==> src/rtl/fixed_pred_pkg.sv <==
// fixed_pred_pkg: FLAC fixed-predictor coefficients and the shift-add prediction sum.
package fixed_pred_pkg;

    localparam int MAX_ORDER = 4;
    // Wide enough for the largest supported sample (32 bits) plus four guard bits.
    localparam int PRED_W = 36;

    localparam int COEF [0:MAX_ORDER][0:3] = '{
        '{0,  0, 0,  0},
        '{1,  0, 0,  0},
        '{2, -1, 0,  0},
        '{3, -3, 1,  0},
        '{4, -6, 4, -1}
    };

    // Constant multiply as shift-add; all coefficient magnitudes fit in 3 bits.
    function automatic logic signed [PRED_W-1:0] cmul(input logic signed [PRED_W-1:0] x, input int c);
        logic signed [PRED_W-1:0] acc;
        int a;
        a = (c < 0) ? -c : c;
        acc = '0;
        for (int i = 0; i < 3; i++)
            if (a[i]) acc = acc + (x <<< i);
        return (c < 0) ? -acc : acc;
    endfunction

    function automatic logic signed [PRED_W-1:0] pred_sum(
        input logic [2:0]               order,
        input logic signed [PRED_W-1:0] h0, h1, h2, h3
    );
        logic signed [PRED_W-1:0] h [4];
        logic signed [PRED_W-1:0] p;
        h = '{h0, h1, h2, h3};
        p = '0;
        for (int k = 0; k <= MAX_ORDER; k++)
            if (order == 3'(k))
                for (int j = 0; j < 4; j++) p = p + cmul(h[j], COEF[k][j]);
        return p;
    endfunction

endpackage

==> src/rtl/fixed_pred_hist.sv <==
// fixed_pred_hist: per-channel order, warmup count and sample history with one write-back port.
module fixed_pred_hist #(
    parameter int SAMPLE_W = 24,
    parameter int CHANNELS = 2,
    parameter int CH_W     = 1
) (
    input  logic                     clk_i,
    input  logic                     rst_i,
    input  logic [CH_W-1:0]          rd_ch_i,
    output logic [2:0]               rd_order_o,
    output logic [2:0]               rd_warm_o,
    output logic [3:0][SAMPLE_W-1:0] rd_h_o,
    input  logic                     we_i,
    input  logic [CH_W-1:0]          wr_ch_i,
    input  logic [2:0]               wr_order_i,
    input  logic [2:0]               wr_warm_i,
    input  logic [3:0][SAMPLE_W-1:0] wr_h_i
);

    logic [2:0]               order_q [CHANNELS];
    logic [2:0]               warm_q  [CHANNELS];
    logic [3:0][SAMPLE_W-1:0] h_q     [CHANNELS];
    logic                     rd_ok, wr_ok;

    // Channel codes beyond CHANNELS read as an empty order-0 channel and are never stored.
    assign rd_ok      = 32'(rd_ch_i) < CHANNELS;
    assign wr_ok      = 32'(wr_ch_i) < CHANNELS;
    assign rd_order_o = rd_ok ? order_q[rd_ch_i] : '0;
    assign rd_warm_o  = rd_ok ? warm_q[rd_ch_i] : '0;
    assign rd_h_o     = rd_ok ? h_q[rd_ch_i] : '0;

    always_ff @(posedge clk_i or posedge rst_i) begin
        if (rst_i) begin
            for (int c = 0; c < CHANNELS; c++) begin
                order_q[c] <= '0;
                warm_q[c]  <= '0;
                h_q[c]     <= '0;
            end
        end else if (we_i && wr_ok) begin
            order_q[wr_ch_i] <= wr_order_i;
            warm_q[wr_ch_i]  <= wr_warm_i;
            h_q[wr_ch_i]     <= wr_h_i;
        end
    end

endmodule

==> src/rtl/fixed_predictor_decoder_mc.sv <==
// fixed_predictor_decoder_mc: multi-channel FLAC FIXED-subframe sample reconstruction
// with valid/ready handshakes and one registered output stage.
module fixed_predictor_decoder_mc
    import fixed_pred_pkg::*;
#(
    parameter int SAMPLE_W = 24,
    parameter int CHANNELS = 2,
    parameter int CH_W     = (CHANNELS > 1) ? $clog2(CHANNELS) : 1
) (
    input  logic                       iClock,
    input  logic                       iReset,
    input  logic                       iBlockStart,
    input  logic [3:0]                 iOrder,
    input  logic [CH_W-1:0]            iChannel,
    input  logic                       iValid,
    output logic                       oReady,
    input  logic signed [SAMPLE_W-1:0] iResidual,
    output logic                       oValid,
    input  logic                       iReady,
    output logic signed [SAMPLE_W-1:0] oSample,
    output logic [CH_W-1:0]            oChannel,
    output logic                       oOverflow,
    output logic                       oOrderErr
);

    localparam int ACC_W = SAMPLE_W + 4;

    logic                       valid_q, valid_d, ovf_q, ovf_d, err_q, err_d;
    logic signed [SAMPLE_W-1:0] sample_q, sample_d;
    logic [CH_W-1:0]            chan_q, chan_d;
    logic [2:0]                 rd_order, rd_warm, cur_order, cur_warm, wr_warm;
    logic [3:0][SAMPLE_W-1:0]   rd_h, cur_h, wr_h;
    logic                       accept, warmup, ovf, bad_order;
    logic signed [ACC_W-1:0]    pred, full;
    logic signed [SAMPLE_W-1:0] out;

    assign oReady    = !valid_q || iReady;
    assign accept    = iValid && oReady;
    assign bad_order = iOrder > 4'(MAX_ORDER);
    assign oValid    = valid_q;
    assign oSample   = sample_q;
    assign oChannel  = chan_q;
    assign oOverflow = ovf_q;
    assign oOrderErr = err_q;

    // A block start decodes its own beat against the freshly cleared channel state.
    always_comb begin
        cur_order = iBlockStart ? (bad_order ? 3'd0 : iOrder[2:0]) : rd_order;
        cur_warm  = iBlockStart ? 3'd0 : rd_warm;
        cur_h     = iBlockStart ? '0 : rd_h;
        warmup    = cur_warm < cur_order;
        pred      = ACC_W'(pred_sum(cur_order, PRED_W'($signed(cur_h[0])), PRED_W'($signed(cur_h[1])),
                                    PRED_W'($signed(cur_h[2])), PRED_W'($signed(cur_h[3]))));
        full      = ACC_W'(iResidual) + (warmup ? ACC_W'(0) : pred);
        out       = SAMPLE_W'(full);
        ovf       = full != ACC_W'(out);
        wr_warm   = (accept && warmup) ? cur_warm + 3'd1 : cur_warm;
        wr_h      = accept ? {cur_h[2:0], out} : cur_h;
        valid_d   = accept ? 1'b1 : (iReady ? 1'b0 : valid_q);
        sample_d  = accept ? out : sample_q;
        chan_d    = accept ? iChannel : chan_q;
        ovf_d     = ovf_q || (accept && ovf);
        err_d     = err_q || (iBlockStart && bad_order);
    end

    fixed_pred_hist #(
        .SAMPLE_W(SAMPLE_W),
        .CHANNELS(CHANNELS),
        .CH_W    (CH_W)
    ) u_hist (
        .clk_i     (iClock),
        .rst_i     (iReset),
        .rd_ch_i   (iChannel),
        .rd_order_o(rd_order),
        .rd_warm_o (rd_warm),
        .rd_h_o    (rd_h),
        .we_i      (iBlockStart || accept),
        .wr_ch_i   (iChannel),
        .wr_order_i(cur_order),
        .wr_warm_i (wr_warm),
        .wr_h_i    (wr_h)
    );

    always_ff @(posedge iClock or posedge iReset) begin
        if (iReset) begin
            valid_q  <= 1'b0;
            sample_q <= '0;
            chan_q   <= '0;
            ovf_q    <= 1'b0;
            err_q    <= 1'b0;
        end else begin
            valid_q  <= valid_d;
            sample_q <= sample_d;
            chan_q   <= chan_d;
            ovf_q    <= ovf_d;
            err_q    <= err_d;
        end
    end

endmodule

==> config.mk <==
export PLATFORM = sky130hd
export DESIGN_NAME = fixed_predictor_decoder_mc
export DESIGN_NICKNAME = d
export VERILOG_FILES = /design/src/rtl/fixed_pred_pkg.sv /design/src/rtl/fixed_pred_hist.sv /design/src/rtl/fixed_predictor_decoder_mc.sv
export SDC_FILE = /design/constraint.sdc
export NUM_CORES = 1
export LEC_CHECK = 0
export CELL_PAD_IN_SITES_DETAIL_PLACEMENT = 1
export CELL_PAD_IN_SITES_GLOBAL_PLACEMENT = 2
export CORE_ASPECT_RATIO = 0.5
export CORE_MARGIN = 2
export CORE_UTILIZATION = 40
export DETAILED_ROUTE_END_ITERATION = 12
export PLACE_DENSITY = 0.81
export SYNTH_ARGS = -nofsm -noshare
export SYNTH_HDL_FRONTEND = slang
export SYNTH_SLANG_ARGS = --single-unit
==> constraint.sdc <==
create_clock -name iClock -period 13.9 [get_ports iClock]
set_input_delay 1.39 -clock iClock [delete_from_list [all_inputs] [get_ports iClock]]
set_output_delay 1.39 -clock iClock [all_outputs]
set_load 0.01 [all_outputs]
==> key figures <==
GRT
  • Pin count of the biggest net entering global routing: 122
  • Vias in the first global route: approximately 19000
  • Initial antenna violation count: 1
  • Global route overflow: 0
  • First-pass GRT wire length: 109000 µm
  • Total global-route track usage: 24.7%

Clock network
  • Clk_lat worst skew: around 550 ps
  • Post-CTS Setup Repair Bufs: 0
  • TritonCTS clock tree: built
  • Root buf cell: clkbuf_16
  • Reg clk slew, reported paths: 70 ps
  • Clock net sink count: 232
  • Hold bufs inserted after CTS: 0
  • Htree depth: 1
  • Total CTS buffers: 22
  • Post-CTS sizing: 0
  • CTS max path bufs: 3

Final layout
  • Fin area: around 0.024 mm²
  • Layout area overhead: 9.51%
  • Net count, final: approximately 2800
  • Layout fillers: 6243
  • Share of cells above drive strength 1: 5.07%
  • Final core utilization: 44.6%
  • Ant diodes: 0

Logic synthesis
  • EDFF count, synth: 0
  • Syn Area/Cell: approximately 9 µm²
  • Cells after synthesis: 2420
  • Seq/Total Area, Yosys: between 20% and 30%
  • Post-Synthesis Cell Area: approximately 0.022 mm²
  • FF+latch count, synth: 232
  • Post-synth top area share: between 20% and 30%
  • Post-synthesis cell type count: 79
  • Mapped Nets: approximately 2800
  • Synth Flop Type: dfrtp_1
  • FFs w/ async S/R, synth: 100%
  • Yosys top cell by area: dfrtp_1
  • Top cells by area, synth: dfrtp_1 (26%), fa_1 (14%), ha_1 (8.9%), mux2i_1 (4.9%), inv_1 (4.5%)
  • Yosys Warn Count: 0

Timing
  • Final setup margin: ~1000 ps
  • Final min period: 12920 ps
  • Final hold violation count: 0
  • Worst Tran Pin Value: around 1200 ps
  • Slew HR: 18.5%
  • Clock Skews: roughly 28 ps
  • Crit share post-route: 92.9%
  • TNS Setup: 0 ps
  • Peak Freq: 77.4 MHz
  • Final Max Slew Viols: 0
  • RSZ-0062 raised after global routing: false
  • Setup Viol. Count Final: 0

Pwr
  • Pleak: ~0.012 µW
  • Power density over cell area: around 190 mW/mm²
  • Maximum VDD drop: 89.0 µV
  • Power Total: 4680 µW

Run
  • Max_cap viols: 0

Die
  • Placement Rows: 60
  • Initial Util: 40.7%
  • Placeable Area: about 0.054 mm²
  • Die width: 336 µm
  • Die Ht: 170 µm
  • # IOs: 63
  • Die area: 0.0570 mm²

Run status
  • Status: finished, final reports clean

Worst setup path
  • Worst path slowest cell: fa_1
  • Crit path DAT: about 13000 ps
  • Worst path max stage delay: 560 ps
  • Startpoint class of the critical path: input pin
  • Critical Path RT: between 10000 and 15000 ps
  • Crit Path Max Fanout: 8
  • Most frequent CP cell: fa_1
  • CP top delay family: compound AO/OA/AOI/OAI gates
  • Worst setup path class: input pin to flop
  • CP endpoint kind: flop
  • CP Buf/Inv Count: 5

Drt
  • Drt drc: 0
  • Vias: 17900
  • Routed Wire Length: 69000 µm
  • Initial DRC Count: 992
  • Drt pass-1 iters: 5
  • DR vias/cell: 5.65
  • Post-route ant nets: 0
  • Drt wl/cell: 21.8 µm

Place
  • Post-DP HPWL: 52700 µm
  • Global placement routability congestion: 0.871
  • Port bufs: 62
  • Setup Slack @ Placement: around 560 ps
  • Placement Cell Area: 0.0235 mm²

Worst hold path
  • Hold WC Path Type: flop to flop
-- worst paths after layout --
kind	cells after the start	slack, ps	to	startpoint
worst max-delay path	47	980	oOverflow	iOrder[2]
worst min-delay path	2	480	oSample[0]	oSample[0]
worst max register to register	45	1870	oOverflow	u_hist.order_q[2]
worst min register to register	2	480	oSample[0]	oSample[0]
max in group asynchronous	3	11000	u_hist.h_q[136]	iReset
min in group asynchronous	2	1450	oOrderErr	iReset
-- cells in the mapped netlist (15+ instances only) --
| library cell | n |
|---|---|
| nand3_1 | 23 |
| nor3_1 | 20 |
| mux2i_1 | 107 |
| dfrtp_1 | 232 |
| o31ai_1 | 16 |
| a21oi_1 | 125 |
| o21bai_1 | 20 |
| o2bb2ai_1 | 45 |
| nand2_1 | 227 |
| nor2b_1 | 15 |
| xnor2_1 | 86 |
| ha_1 | 156 |
| clkbuf_1 | 77 |
| fa_1 | 159 |
| or2_2 | 26 |
| a21boi_0 | 22 |
| a22oi_1 | 58 |
| o21ai_0 | 122 |
| a21o_1 | 59 |
| a31oi_1 | 23 |
| nor2_1 | 181 |
| xor2_1 | 43 |
| nand2b_1 | 20 |
| inv_1 | 266 |
| o21a_1 | 40 |
| a22o_1 | 95 |
-- routing by layer --
layer | share of wire, % | global-route usage (%) | vias to the layer above | wire length (µm)
met4 | 1.6 | 4.06 | 0 | 1110
met1 | 48 | 34.7 | 9172 | 33000
met5 | 0 | 0 | - | 0
li1 | - | - | 8396 | -
met2 | 48 | 42.1 | 227 | 32900
met3 | 2.9 | 2.55 | 58 | 1980
-- cell type report --
type | count | area (µm²) | area share [%]
repair buffers | 92 | 873 | 3.62
flip-flops and latches | 232 | 5810 | 24.1
well taps | 713 | 892 | 3.70
multi-input cells | 1821 | 14900 | 61.7
inverters | 267 | 1010 | 4.19
clock inverters | 3 | 21.3 | 0.0882
clock buffers | 32 | 629 | 2.61
-- placed cells by master (no fill, tap or decap), drive strengths merged, types with 26 or more instances in the layout --
master	netlist	layout
a21o	59	59
o2bb2ai	45	45
o21ai	135	135
inv	267	267
dfrtp	232	232
mux2i	107	107
fa	159	159
buf	23	32
xnor2	86	86
nor2	184	184
or2	26	26
o21a	40	40
clkbuf	77	32
a22oi	58	58
xor2	43	43
nand2	228	228
ha	156	156
a21oi	127	127
clkdlybuf4s50	0	60
a22o	95	95
-- per-stage QoR --
step / instances / hold WS [ps]
detailed placement: 3125 / 460
floorplan: 2420 / 443
finish: 3160 / 477
global route: 3160 / 492
CTS: 3160 / 479
global placement: 3125 / 460
-- registers in the layout, summed over array words and instances, names as in the netlist --
signal          cells
oSample            24
oOverflow           1
u_hist.order_q      6
oOrderErr           1
u_hist.warm_q       6
oChannel            1
oValid              1
u_hist.h_q        192
-- worst reg2reg max path, delay by kind of cell, from the launching register on --
kind	cells	cell delay, ps
adder cells (fa/ha/maj)	9	3910
multiplexers	3	840
buffers and inverters	3	190
AND/OR/NAND/NOR	7	1240
XOR/XNOR	3	390
AO/OA/AOI/OAI	20	5010
flip-flops	1	380
-- cell families after synthesis --
kind of cell             synth area share (%)
buffers and inverters                    6.32
AO/OA/AOI/OAI                            22.3
flip-flops                               26.4
adder cells (fa/ha/maj)                  23.3
AND/OR/NAND/NOR                          11.5
multiplexers                             4.98
XOR/XNOR                                 5.23
-- power by group --
group / internal [µW] / leakage, µW / switching, µW / total (µW)
registers: 779 / 0.00312 / 89.4 / 868
logic: 1350 / 0.00830 / 1860 / 3210
clock network: 313 / 0.000314 / 284 / 597
total: 2450 / 0.0117 / 2230 / 4680
Note: power is estimated with default switching activity, not from simulation.
